$ cat config.mk
export PLATFORM = sky130hd
export DESIGN_NAME = pc_sequencer
export DESIGN_NICKNAME = d
export VERILOG_FILES = /design/src/rtl/pc_sequencer.sv
export SDC_FILE = /design/constraint.sdc
export NUM_CORES = 1
export LEC_CHECK = 0
export ABC_AREA = 1
export BUFFER_PORTS_ARGS = -buffer_cell sky130_fd_sc_hd__buf_4
export CAP_MARGIN = 20
export CORE_ASPECT_RATIO = 1.2
export CORE_MARGIN = 1
export CORE_UTILIZATION = 50
export DETAILED_ROUTE_END_ITERATION = 6
export GPL_TIMING_DRIVEN = 1
export HOLD_SLACK_MARGIN = 0.12
export PLACE_DENSITY = 0.8
export SLEW_MARGIN = 20
export SYNTH_ARGS = -nofsm -noshare
export SYNTH_HDL_FRONTEND = slang
export SYNTH_SLANG_ARGS = --single-unit
$ cat constraint.sdc
create_clock -name clk_i -period 2.56 [get_ports clk_i]
set_clock_uncertainty 0.1 [all_clocks]
set_input_delay 0.128 -clock clk_i [delete_from_list [all_inputs] [get_ports clk_i]]
set_output_delay 0.128 -clock clk_i [all_outputs]
set_load 0.05 [all_outputs]
$ cat src/rtl/pc_sequencer.sv
// Program-counter sequencer for the IF stage: picks boot, sequential, stall or redirect PC each cycle.
// Optional macro PC_MISALIGN_TRAP_EN sends misaligned redirect targets to TRAP_VECTOR and adds misalignTrap_o.
module pc_sequencer #(
    parameter logic [63:0] RESET_VECTOR = 64'h0,
    parameter int unsigned FLUSH_CYCLES = 1
`ifdef PC_MISALIGN_TRAP_EN
    ,
    parameter logic [63:0] TRAP_VECTOR  = 64'h100
`endif
) (
    input  logic        clk_i,
    input  logic        reset_i,
    input  logic [63:0] currentPC_i,
    input  logic        stall_i,
    input  logic        branchTaken_i,
    input  logic [63:0] branchTarget_i,
    output logic [63:0] nextPC_o,
    output logic        pcEnable_o,
    output logic        fetchValid_o,
    output logic        flushIF_o,
    output logic        flushID_o,
`ifdef PC_MISALIGN_TRAP_EN
    output logic        misalignTrap_o,
`endif
    output logic [31:0] redirectCount_o,
    output logic [31:0] stallCycles_o
);

    typedef enum logic [1:0] {BOOT, RUN, STALL, FLUSH} state_t;

    localparam logic [3:0] FLUSH_LOAD = 4'(FLUSH_CYCLES);

    state_t      state_q, state_d;
    logic [3:0]  flushCnt_q, flushCnt_d;
    logic [31:0] redirCnt_q, redirCnt_d;
    logic [31:0] stallCnt_q, stallCnt_d;
    logic [63:0] pcPlus4;
    logic [63:0] redirectPC;

    assign pcPlus4 = currentPC_i + 64'd4;

`ifdef PC_MISALIGN_TRAP_EN
    logic misaligned;
    assign misaligned = |branchTarget_i[1:0];
    assign redirectPC = misaligned ? TRAP_VECTOR : branchTarget_i;
`else
    assign redirectPC = branchTarget_i;
`endif

    // The branch is older than the stalled ID instruction, so a redirect always beats a stall.
    always_comb begin
        state_d      = state_q;
        flushCnt_d   = flushCnt_q;
        redirCnt_d   = redirCnt_q;
        stallCnt_d   = stallCnt_q;
        nextPC_o     = pcPlus4;
        pcEnable_o   = 1'b1;
        fetchValid_o = 1'b0;
        flushIF_o    = 1'b0;
        flushID_o    = 1'b0;
`ifdef PC_MISALIGN_TRAP_EN
        misalignTrap_o = 1'b0;
`endif
        case (state_q)
            BOOT: begin
                nextPC_o = RESET_VECTOR;
                state_d  = RUN;
            end
            default: begin
                if (branchTaken_i) begin
                    nextPC_o   = redirectPC;
                    flushIF_o  = !reset_i;
                    flushID_o  = !reset_i;
`ifdef PC_MISALIGN_TRAP_EN
                    misalignTrap_o = misaligned && !reset_i;
`endif
                    if (redirCnt_q != 32'hFFFF_FFFF) begin
                        redirCnt_d = redirCnt_q + 32'd1;
                    end
                    if (FLUSH_CYCLES == 0) begin
                        state_d    = RUN;
                        flushCnt_d = 4'd0;
                    end else begin
                        state_d    = FLUSH;
                        flushCnt_d = FLUSH_LOAD;
                    end
                end else if (state_q == FLUSH) begin
                    // Bubble fetches keep advancing the PC; the last bubble hands back to RUN.
                    if (flushCnt_q <= 4'd1) begin
                        state_d    = RUN;
                        flushCnt_d = 4'd0;
                    end else begin
                        flushCnt_d = flushCnt_q - 4'd1;
                    end
                end else if (stall_i) begin
                    nextPC_o   = currentPC_i;
                    pcEnable_o = 1'b0;
                    state_d    = STALL;
                    if (stallCnt_q != 32'hFFFF_FFFF) begin
                        stallCnt_d = stallCnt_q + 32'd1;
                    end
                end else begin
                    fetchValid_o = 1'b1;
                    state_d      = RUN;
                end
            end
        endcase
    end

    always_ff @(posedge clk_i) begin
        if (reset_i) begin
            state_q    <= BOOT;
            flushCnt_q <= 4'd0;
            redirCnt_q <= 32'd0;
            stallCnt_q <= 32'd0;
        end else begin
            state_q    <= state_d;
            flushCnt_q <= flushCnt_d;
            redirCnt_q <= redirCnt_d;
            stallCnt_q <= stallCnt_d;
        end
    end

    assign redirectCount_o = redirCnt_q;
    assign stallCycles_o   = stallCnt_q;

endmodule
# [Yosys cells after proc, flatten, opt, wreduce, memory -nomap -nowiden]
# Index checks and enable logic that the tools add are counted.
[totals] reg_bits=70 output_inout_bits=132 elab_cells=46
[op_classes] add_sub_neg=4 n_lt_le_gt_ge=1 n_eq_ne=5 n_mux=21 bitwise_logic=3 n_reduce_logical=7
[op_table] operator="64-bit 2-to-1 mux" count=4
[op_table] operator="32-bit by 1-bit adder with 32-bit output (second input constant)" count=2
[op_table] operator="64-bit by 3-bit adder with 64-bit output (second input constant)" count=1
[op_table] operator="32-bit != test (second input constant)" count=2
[op_table] operator="4-bit 2-to-1 mux" count=3
[op_table] operator="1-bit 2-to-1 mux" count=10
[op_table] operator="2-bit 2-to-1 mux" count=4
[op_table] operator="5-bit AND reduction" count=1
[op_table] operator="4-bit by 1-bit <= comparator with 1-bit output (second input constant)" count=1
[op_table] operator="4-bit by 2-bit != test with 1-bit output (second input constant)" count=1
[op_table] operator="4-bit by 1-bit subtractor with 4-bit output (second input constant)" count=1
[op_table] operator="3-bit by 2-bit != test with 1-bit output (second input constant)" count=1
[op_table] operator="1-bit inverter" count=3
[op_table] operator="3-bit AND reduction" count=1
[op_table] operator="2-bit == test (second input constant)" count=1
[op_table] operator="2-bit logical NOT" count=1
[op_table] operator="2-bit AND reduction" count=1
[op_table] operator="2-bit nonzero test" count=1
[op_table] operator="2-bit OR reduction" count=1
[op_table] operator="1-bit logical NOT" count=1

# [Depth between registers and ports, before layout]
# Gate-level depths: netlist (run 1).
[logic_depth] word_depth=5 depth_mapped=12 depth_no_buf=12

# [Worst setup path after synthesis (run 1)]
# No wires, ideal clock.
[synth_path] kind="flip-flop to output port" from="register state_q[1]" to="output nextPC_o[14]" t_arrival_ps=2253 t_required_ps=2332 slack_ps=79 path_stages_with_launch=10 path_buffers=1 path_cell_list="dfxtp_1 -> nand2_1 -> nand2_1 -> buf_4 -> nand2_1 -> nor2_1 -> inv_1 -> nor2_1 -> o21ai_0 -> o21ai_0"
[synth_via] elab_chain_cells=4 word_cells_on_any_way=5 cone_classes="eq/ne (1); mux (3); reduce/logical (1)"
[synth_rtl] element="from (decl)" line="33" rtl="state_t state_q, state_d;"
[synth_rtl] element="from (signal assigned)" line="117" rtl="state_q <= state_d;"
[synth_rtl] element="2-bit == test" line="87" rtl="end else if (state_q == FLUSH) begin"
[synth_rtl] element="64-bit 2-to-1 mux" line="87"
[synth_rtl] element="64-bit 2-to-1 mux" line="70" rtl="if (branchTaken_i) begin"
[synth_rtl] element="64-bit 2-to-1 mux *" line="64" rtl="case (state_q)"
[synth_rtl] element="to (decl)" line="17" rtl="output logic [63:0] nextPC_o,"
# Every way passes the cells marked *; elsewhere a longest branch is shown, timed or not.

# [Worst setup path after layout (run 1)]
[layout_path] from="register state_q[1]" to="output nextPC_o[52]"
# The elaborated chain is that of the path after synthesis.

==> results_dict.tcl, run 1 <==
set metrics [dict create \
    outcome "finished, violations left" \
    violations_in_the_final_reports "design-rule violations" \
    hold-worst-slack_ns 0.1189 \
    synth.top_cell.area_share 0.2476 \
    timing.max_slew.rel_slack 0.4669 \
    detail-route-antenna-nets 0 \
    track_usage 0.3404 \
    p_leak_nw 4.284 \
    worstReg2RegEnd "stallCycles_o[18]$_SDFFE_PP0P_" \
    clk_latency_ns 0.34 \
    antennaDiodeCount 0 \
    antenna_found_initial 0 \
    synth_top_area_cell "nand2_1" \
    multi_input_area_mm2 0.005160 \
    cts_tree "done" \
    grt_pass1_vias 8512 \
    final-hold-violation-count 0 \
    numClockSinks 70 \
    synth-seq-cells 70 \
    cts-buffers-inserted 9 \
    timing.final.max_slew_violations 0 \
    crit_path_end_kind "output port" \
    nets 1748 \
    synth_cells 1356 \
    place.port_buffers 263 \
    rsz0062_at_grt "no" \
    max-clock-path-buffers 2 \
    min_period_over_period 0.9270 \
    slew_worst_pin_ns 0.7988 \
    power-per-cell-area_mw_per_mm2 358.0 \
    route.detailed.vias_per_inst 5.288 \
    final_layout_size_suffix_gt1_frac 0.2345 \
    syn-cell-area_mm2 0.007278 \
    worst_ep_required_time_ns 2.33 \
    fill_cells 1385 \
    cts_root_buffer "clkbuf_16" \
    height_of_the_die_um 134.2 \
    io_pins 264 \
    gp_congestion 0.9479 \
    core_mm2 0.01400 \
    setup_slack_ns 0.1870 \
    detailed_place.area_mm2 0.009351 \
    aggregate_negative_setup_slack_ns 0 \
    yosys.cell_types.count 44 \
    detail_route.wirelength_mm 25.90 \
    die-area_mm2 0.01505 \
    cp_data_arrival_time_ns 2.15 \
    h-tree-depth 3 \
    startpoint_type "flip-flop" \
    drt_first_iter_violations 611 \
    synth_warnings 0 \
    wire_length_of_the_first_global_routing_pass_mm 41.22 \
    grt_start_max_net_pins 48 \
    synth_fp_nets 1493 \
    overflow 0 \
    ff_latch_area_mm2 0.001401 \
    syn_to_final_growth_pct 33.02 \
    die_width_um 112.1 \
    crit_startpoint "state_q[1]$_SDFFE_PP0P_" \
    placement_rows 47 \
    worstSetupEndpoint "nextPC_o[52]" \
    timing.rr.start "stallCycles_o[0]$_SDFFE_PP0P_" \
    fin_crit_ns 2.373 \
    post_synth.cell_area_avg_um2 5.367 \
    maxCapViolations 0 \
    drt-pass1-iter-count 7 \
    ir_worst_vdd_mv 0.3297 \
    path_max_fanout 11 \
    routedWlPerCell_um 14.49 \
    post_cts.repair.setup_buffers 0 \
    ys_dominant_reg_cell "dfxtp_1" \
    dp.final_hpwl_mm 20.26 \
    number_of_enable_type_register_cells_in_the_synthesized_netlist 0 \
    maxClockFrequency_mhz 421.4 \
    synthTopCellsByArea "nand2_1 25%, dfxtp_1 19%, nor2_1 12%" \
    criticalPathCategory "flip-flop to output port" \
    initial_cell_density_of_the_core 0.5200 \
    ff2ff_setup_slack_ns 0.34 \
    r2r.worst_path.cells 11 \
    routed-via-count 9450 \
    route.detailed.drc 16 \
    setup_viol 0 \
    worst_setup_hold_path_clk_slew_ns 0.06 \
    min_path_type "input pin to flip-flop" \
    synth_async_sr_flop_share 0 \
    final_cell_area_mm2 0.009682 \
    place_worst_setup_slack_ns 0.3281 \
    register_area_share_after_synthesis 0.1925 \
]
==> sequential cells by signal, summed over array words and instances, names as in the netlist <==
| signal | count |
|---|---|
| redirectCount_o | 32 |
| stallCycles_o | 32 |
| flushCnt_q | 4 |
| state_q | 2 |
==> how the worst min path moves through the flow <==
stage,startpoint,cells after the start,endpoint
2_1_floorplan,reset_i,3,stallCycles_o[0]$_SDFFE_PP0P_
3_3_place_gp,flushCnt_q[1]$_SDFFE_PP0P_,2,flushCnt_q[1]$_SDFFE_PP0P_
3_5_place_dp,flushCnt_q[1]$_SDFFE_PP0P_,2,flushCnt_q[1]$_SDFFE_PP0P_
4_1_cts,reset_i,4,stallCycles_o[4]$_SDFFE_PP0P_
5_1_grt,stall_i,4,state_q[0]$_SDFFE_PP0P_
6_report,stall_i,4,state_q[0]$_SDFFE_PP0P_
==> where the power goes <==
part / total, W / switching [W] / internal (W) / leakage, nW
clock: 0.00118 / 0.000494 / 0.000682 / 0.132
sequential: 0.00111 / 0.00000784 / 0.00110 / 0.565
combinational: 0.00118 / 0.000799 / 0.000385 / 3.59
==> per-stage QoR <==
| step | cells | util | total power (W) |
|---|---|---|---|
| after CTS | 1786 | 0.6888 | 0.003465 |
| after floorplan | 1356 | - | 0.001858 |
| after detailed placement | 1769 | 0.6682 | 0.002300 |
| after global routing | 1787 | 0.6918 | 0.003601 |
| final | 1787 | 0.6918 | 0.003466 |
| after global placement | 1769 | 0.6682 | 0.002294 |
==> timing repair <==
item                                    CTS  global route
hold buffers                              1             0
hold endpoints to repair                  1             0
endpoints found under the setup margin    6            17
gates resized for setup                   1            11
cloned                                    0             1
pin swaps                                 0             1
==> routing by layer <==
layer	GRT usage	share of wire	wire [µm]	vias up
li1	-	-	-	4821
met1	0.4296	0.42	10910	4180
met2	0.6042	0.48	12560	404
met3	0.05423	0.076	1977	45
met4	0.08074	0.017	453	0
met5	0	0	0	-
==> synthesized netlist by cell type, drive strengths merged, types with 2 or more instances <==
| cell type | instances |
|---|---|
| o21bai | 2 |
| a21oi | 64 |
| nand4 | 27 |
| nor2 | 242 |
| nor3 | 51 |
| a22o | 2 |
| o21ai | 67 |
| inv | 142 |
| nor3b | 3 |
| and3 | 3 |
| nand3b | 12 |
| nand2 | 501 |
| xor2 | 22 |
| buf | 19 |
| clkbuf | 17 |
| or2 | 4 |
| ha | 5 |
| dfxtp | 70 |
| xnor2 | 7 |
| and2 | 2 |
| nand3 | 85 |
| nor4 | 2 |
==> cell type report <==
class,count,share of cell area
tap,171,0.02210
inverter,142,0.05505
clock inverter,5,0.003489
timing repair buffer,279,0.2166
multi-input combinational,1109,0.5330
sequential,70,0.1447
clock buffer,11,0.02507
==> placed cells by master (no fill, tap or decap), drive strengths merged, types with 12 or more instances in the layout <==
master and n:
dfxtp 70, xor2 22, nand2 501, nand3 85, nand3b 12, nand4 27, nor2 243, inv 143
nor3 51, buf 278, o21ai 67, a21oi 64
==> cell families after synthesis <==
kind of cell	Yosys count	share of synthesized area
AOI/OAI and AO/OA	141	0.1123
and+or+nand+nor	933	0.5472
adders and majority gates	5	0.008595
buffers and inverters	178	0.1045
DFF	70	0.1925
xor gates and xnor gates	29	0.03490
==> critical path, cell delays in order (launching register included) <==
cell and delay (ns):
dfxtp_1 0.34, nand2_1 0.12, nand2_4 0.14, buf_4 0.22, nand2_1 0.07, nor2_1 0.12
nand3_1 0.14, nor2_4 0.18, nand2_1 0.07, nand2_1 0.06, nand3_1 0.07, nand2_1 0.08
buf_4 0.19
No activity file was read; power rests on OpenSTA's default activity.
==> run 2: changes to the inputs <==
Settings changed: ABC_AREA 1 to default, CORE_UTILIZATION 50 to 48, PLACE_DENSITY 0.8 to 0.81, SKIP_LAST_GASP from default to 1.
==> run 2 against run 1 <==
Net effect:
- largest power group is now clock
- sequential cell count unchanged
- critical path type unchanged
- hold slack improved by 0.012 ns
- worst setup slack got worse by 0.11 ns
- first-iteration DRC count decreased by 53%
- critical endpoint is now nextPC_o[61]
- synthesized area down 23%
- die area decreased by 20%
- the run now ends clean
- final area fell by 13%
- clock-buffer cell count rose by 2
==> results_dict.tcl, run 2 <==
set metrics [dict create \
    outcome "complete, no violations" \
    cts_tree "done" \
    power_frac_clock 0.362 \
    overflow 0 \
    grt_start_max_net_pins 51 \
    worst_setup_hold_path_clk_slew_ns 0.05 \
    cp_data_arrival_time_ns 2.25 \
    ys_dominant_reg_cell "dfxtp_1" \
    setup_viol 0 \
    synth_commonest_cells "107 x nor2_1, 70 x dfxtp_1, 59 x nand2_1" \
    total_switching_power_w 0.001245 \
    route.detailed.vias_per_inst 5.640 \
    timing.rr.start "redirectCount_o[0]$_SDFFE_PP0P_" \
    synth_fp_nets 921 \
    syn-cell-area_mm2 0.005588 \
    worstReg2RegEnd "redirectCount_o[4]$_SDFFE_PP0P_" \
    core_mm2 0.01119 \
    crit_path_end_kind "output port" \
    nets 1189 \
    h-tree-depth 3 \
    initial_cell_density_of_the_core 0.4992 \
    routedWlPerCell_um 16.79 \
    sequentialPowerShare 0.307 \
    criticalPathCategory "flip-flop to output port" \
    global_route.peak_usage_layer "met2" \
    synth-seq-cells 70 \
    min_period_over_period 0.9696 \
    place.port_buffers 263 \
    grt_pass1_vias 6174 \
    clk_latency_ns 0.33 \
    number_of_enable_type_register_cells_in_the_synthesized_netlist 0 \
    timing.hold.worst_path_depth 3 \
    gp_congestion 0.9515 \
    r2r.worst_path.cells 7 \
    detail_route.wirelength_mm 20.33 \
    aggregate_negative_setup_slack_ns 0 \
    placement_rows 42 \
    final-hold-violation-count 0 \
    path_max_fanout 7 \
    io_pins 264 \
    hold-worst-slack_ns 0.1305 \
    drt-pass1-iter-count 5 \
    drt_first_iter_violations 287 \
    maxCapViolations 0 \
    track_usage 0.3161 \
    syn_to_final_growth_pct 50.29 \
    final_layout_size_suffix_gt1_frac 0.3500 \
    fill_cells 928 \
    power-per-cell-area_mw_per_mm2 431.6 \
    synth.top_cell.area_share 0.2508 \
    synthTopCellsByArea "dfxtp_1 25%, xor2_1 9.1%, nor2_1 7.2%" \
    max-clock-path-buffers 2 \
    synth_warnings 0 \
    sw_frac_of_total 0.3436 \
    dpl.cell_count 1188 \
    timing.max_slew.rel_slack 0.5870 \
    timing.final.max_slew_violations 0 \
    routed-via-count 6830 \
    synthMostInstantiatedCell "nor2_1" \
    comb_power_share 0.331 \
    ff_latch_area_mm2 0.001409 \
    die_width_um 100.5 \
    maxClockFrequency_mhz 402.9 \
    register_area_share_after_synthesis 0.2508 \
    multi_input_area_mm2 0.004126 \
    most_frequent_cells_in_the_layout "295 x buf_4, 106 x nor2_1, 68 x dfxtp_1, 59 x nand2_1, 58 x xor2_1" \
    met2_usage 0.5501 \
    synth_top_area_cell "dfxtp_1" \
    synth_cells 784 \
    numClockSinks 70 \
    slew_worst_pin_ns 0.6195 \
    route.detailed.drc 0 \
    fin_crit_ns 2.482 \
    post_synth.cell_area_avg_um2 7.127 \
    worstHoldEndpoint "state_q[0]$_SDFFE_PP0P_" \
    synth_async_sr_flop_share 0 \
    cts_root_buffer "clkbuf_16" \
    finish.cell_count_without_fillers 1211 \
    ff2ff_setup_slack_ns 0.22 \
    detail-route-antenna-nets 0 \
    yosys.cell_types.count 61 \
    worst_ep_required_time_ns 2.33 \
    min_path_type "input pin to flip-flop" \
    die-area_mm2 0.01208 \
    startpoint_type "flip-flop" \
    p_leak_nw 3.448 \
    antennaDiodeCount 0 \
    dp.final_hpwl_mm 15.28 \
    globalRouteMet1Util 0.3389 \
    height_of_the_die_um 120.2 \
    final_common_cell "buf_4" \
    wire_length_of_the_first_global_routing_pass_mm 30.19 \
    antenna_found_initial 0 \
    hold_path.startpoint "branchTaken_i" \
    cts-buffers-inserted 9 \
    use_met3 0.1225 \
    ir_worst_vdd_mv 0.4996 \
    cellInternalPower_w 0.002379 \
]
## run 2: cell count changes in the layout (fill, tap and decap cells not counted), moves of 33 or more
cell and change:
nand2_1 -420, inv_1 -118, nand3_1 -33, xor2_1 +36, nor2_1 -113, xnor2_1 +37
## run 2: worst max path at each step
stage / start / to / slack, ns / cells past startpoint
floorplan: redirectCount_o[0]$_SDFFE_PP0P_ / redirectCount_o[21]$_SDFFE_PP0P_ / -0.01 / 8
global placement: currentPC_i[8] / nextPC_o[59] / 0.24 / 8
detailed placement: state_q[1]$_SDFFE_PP0P_ / nextPC_o[59] / 0.20 / 7
CTS: state_q[1]$_SDFFE_PP0P_ / nextPC_o[37] / -0.006 / 7
global route: state_q[1]$_SDFFE_PP0P_ / nextPC_o[61] / -0.02 / 7
finish: state_q[1]$_SDFFE_PP0P_ / nextPC_o[61] / 0.08 / 7
## run 2: per-stage QoR
stage	setup slack [ns]	area (µm²)	util	power, W
floorplan	-0.01377	5667	-	0.001836
global placement	0.2388	7888	0.7047	0.002298
detailed placement	0.1999	7888	0.7047	0.002303
CTS	-0.005798	8233	0.7355	0.003609
global route	-0.02031	8398	0.7503	0.003744
finish	0.07789	8398	0.7503	0.003624
## run 2: logic make-up (layout without fill, tap and decap cells)
family                     Yosys count  in the layout  share of synthesized area
DFF                                 70             70                     0.2508
adders and majority gates            6              6                    0.01299
AOI/OAI and AO/OA                  143            143                     0.1431
buffers and inverters               63            335                    0.04702
and+or+nand+nor                    387            388                     0.3630
muxes                               13             13                    0.02329
xor gates and xnor gates           102            102                     0.1599
## run 2: area by class of cell
type                       count  share of cell area
clock buffer                  13             0.03337
timing repair buffer         301              0.2716
tap                          154             0.02294
inverter                      18            0.008194
clock inverter                 3            0.004768
sequential                    70              0.1678
multi-input combinational    652              0.4914
## run 2: metal layers
metal	up-vias	part of all wire
li1	3338	-
met1	3167	0.37
met2	272	0.50
met3	53	0.10
met4	0	0.034
met5	-	0
## run 2: what timing repair did
item,CTS,global route
resized for setup,4,24
hold endpoints to repair,1,0
pin swaps,0,7
hold buffers,1,0
cloned,0,1
buffers inserted,0,5
endpoints found under the setup margin,19,30
## run 2: power groups by stage
stage	Sequential [W]	Clock (W)	Combinational [W]
2_1_floorplan	0.00115	0	0.000690
3_3_place_gp	0.00114	0	0.00116
3_5_place_dp	0.00114	0	0.00117
4_1_cts	0.00111	0.00132	0.00117
5_1_grt	0.00111	0.00137	0.00126
6_report	0.00111	0.00131	0.00120
## run 2: worst max-delay path: stages (launching register included)
cell and delay [ns]:
dfxtp_4 0.37, a21bo_4 0.16, nand2b_4 0.08, or3_4 0.48, nor4_4 0.31, xnor2_1 0.13
o21ai_1 0.20, buf_6 0.19
==> run 3: changes to the inputs <==
Settings changed: SETUP_SLACK_MARGIN from default to 0.5.
==> run 3 against run 2 <==
Net effect:
- sequential share of layout area is 0.87 points lower
- hold slack better by 0.030 ns
- register-to-register slack better by 0.22 ns
- first-iteration DRC count is 16% higher
- clock power is 3% higher
- non-clock buffer count is 37 higher
- die area stayed put
- global-route usage is 1.4 points higher
- worst setup slack better by 0.013 ns
- cell count is 3.1% higher
- via count is 5.4% higher
- critical endpoint is now nextPC_o[37]
==> results_dict.tcl, run 3 (synthesis results as in run 2) <==
set metrics [dict create \
    outcome "complete, no violations" \
    nets 1226 \
    path_max_fanout 6 \
    maxClockFrequency_mhz 405.0 \
    crit_path_end_kind "output port" \
    dpl.cell_count 1186 \
    ir_worst_vdd_mv 0.4186 \
    p_leak_nw 3.951 \
    clk_latency_ns 0.34 \
    place.port_buffers 263 \
    routedWlPerCell_um 17.87 \
    timing.max_slew.rel_slack 0.4967 \
    height_of_the_die_um 120.2 \
    gp_congestion 0.9264 \
    cp_data_arrival_time_ns 2.24 \
    critical_path.top_delay_family "simple AND/OR/NAND/NOR gates" \
    track_usage 0.3298 \
    route.detailed.vias_per_inst 5.766 \
    final-hold-violation-count 0 \
    hold-worst-slack_ns 0.1608 \
    routed-via-count 7196 \
    max-clock-path-buffers 2 \
    h-tree-depth 3 \
    final_layout_size_suffix_gt1_frac 0.5082 \
    criticalPathCategory "flip-flop to output port" \
    fin_crit_ns 2.469 \
    placement_rows 42 \
    setup_viol 0 \
    grt_pass1_vias 6619 \
    worst-path-buf-inv 2 \
    drt_first_iter_violations 332 \
    power-per-cell-area_mw_per_mm2 390.7 \
    io_pins 264 \
    cts-buffers-inserted 9 \
    final_common_cell "buf_4" \
    grt_start_max_net_pins 55 \
    worst_setup_hold_path_clk_slew_ns 0.06 \
    initial_cell_density_of_the_core 0.4992 \
    rsz0062_at_grt "yes" \
    numClockSinks 70 \
    route.detailed.drc 0 \
    timing.final.max_slew_violations 0 \
    finish.cell_count_without_fillers 1248 \
    maxCapViolations 0 \
    drt-pass1-iter-count 5 \
    min_path_type "input pin to flip-flop" \
    syn_to_final_growth_pct 74.12 \
    die_width_um 100.5 \
    detail_route.wirelength_mm 22.30 \
    aggregate_negative_setup_slack_ns 0 \
    cpPeakStageDelay_ns 0.41 \
    detail-route-antenna-nets 0 \
    cts_tree "done" \
    antenna_found_initial 0 \
    wire_length_of_the_first_global_routing_pass_mm 31.71 \
    worst_ep_required_time_ns 2.33 \
    min_period_over_period 0.9646 \
    cp_slowest_cell "or3_4" \
    dp.final_hpwl_mm 15.25 \
    critical_path.cell_chain "a21bo_4 -> nand2b_4 -> or3_4 -> buf_12 -> nor4_4 -> xnor2_2 -> a211oi_4 -> buf_6" \
    overflow 0 \
    detailed_place.area_mm2 0.008589 \
    cts_root_buffer "clkbuf_16" \
    antennaDiodeCount 0 \
    most_frequent_cells_in_the_layout "299 x buf_4, 96 x nor2_1, 58 x nand2_1, 56 x xor2_1, 54 x o21ai_0" \
    startpoint_type "flip-flop" \
    core_mm2 0.01119 \
    die-area_mm2 0.01208 \
    final_cell_area_mm2 0.009729 \
    slew_worst_pin_ns 0.7471 \
]
## run 3: cell types whose count changed in the layout (fill, tap and decap cells not counted), sizes merged
cell	before	now
o311ai	1	2
or3	20	19
clkbuf	13	12
buf	300	337
clkinv	3	1
inv	17	20
## run 3: path summary, 6_finish.rpt
| check | start | cells after the start | endpoint | slack (ns) |
|---|---|---|---|---|
| max reg2reg | state_q[1]$_SDFFE_PP0P_ | 8 | stallCycles_o[4]$_SDFFE_PP0P_ | 0.44 |
| max | state_q[1]$_SDFFE_PP0P_ | 8 | nextPC_o[37] | 0.09 |
| min | reset_i | 2 | stallCycles_o[12]$_SDFFE_PP0P_ | 0.16 |
| min reg2reg | redirectCount_o[31]$_SDFFE_PP0P_ | 2 | redirectCount_o[31]$_SDFFE_PP0P_ | 0.39 |
## run 3: through the flow
stage,worst slack [ns],power (W),util
finish,0.09075,0.003801,0.8692
global route,0.008500,0.003908,0.8692
CTS,0.1097,0.003780,0.8349
detailed placement,0.2244,0.002389,0.7674
global placement,0.1996,0.002378,0.7674
floorplan,0.3392,0.001923,-
## run 3: worst register-to-register path: cells and delay by family, from the launching register on
| kind | cells | cell delay, ns |
|---|---|---|
| and+or+nand+nor | 3 | 0.80 |
| buffers and inverters | 3 | 0.45 |
| xor gates and xnor gates | 2 | 0.33 |
| DFF | 1 | 0.34 |
## run 3: where the power goes
part           leakage, nW  internal [W]  switching (W)
combinational         3.18      0.000511       0.000851
clock                0.162      0.000867       0.000483
sequential           0.604       0.00108      0.0000139
total                 3.95       0.00245        0.00135
## run 3: layer usage
metal	GRT usage	up-vias	part of all wire
li1	-	3415	-
met1	0.3458	3421	0.36
met2	0.6019	293	0.52
met3	0.06763	67	0.069
met4	0.1911	0	0.046
met5	0	-	0
## run 3: repair_timing
item / 4_1_cts / 5_1_grt
setup buffers: 21 / 22
hold buffers: 1 / 0
gates cloned: 0 / 2
endpoints found under the hold margin: 1 / 0
setup endpoints to repair: 96 / 113
resized for setup: 54 / 46
pin swaps: 29 / 34
## run 3: final cells by class
cell class	instances	area [µm²]
multi-input cells	652	4882
repair buffers	338	2710
flip-flops and latches	70	1548
fillers	655	1464
clock buffers	12	277.8
well taps	154	192.7
inverters	18	70.07
clock inverters	4	48.80
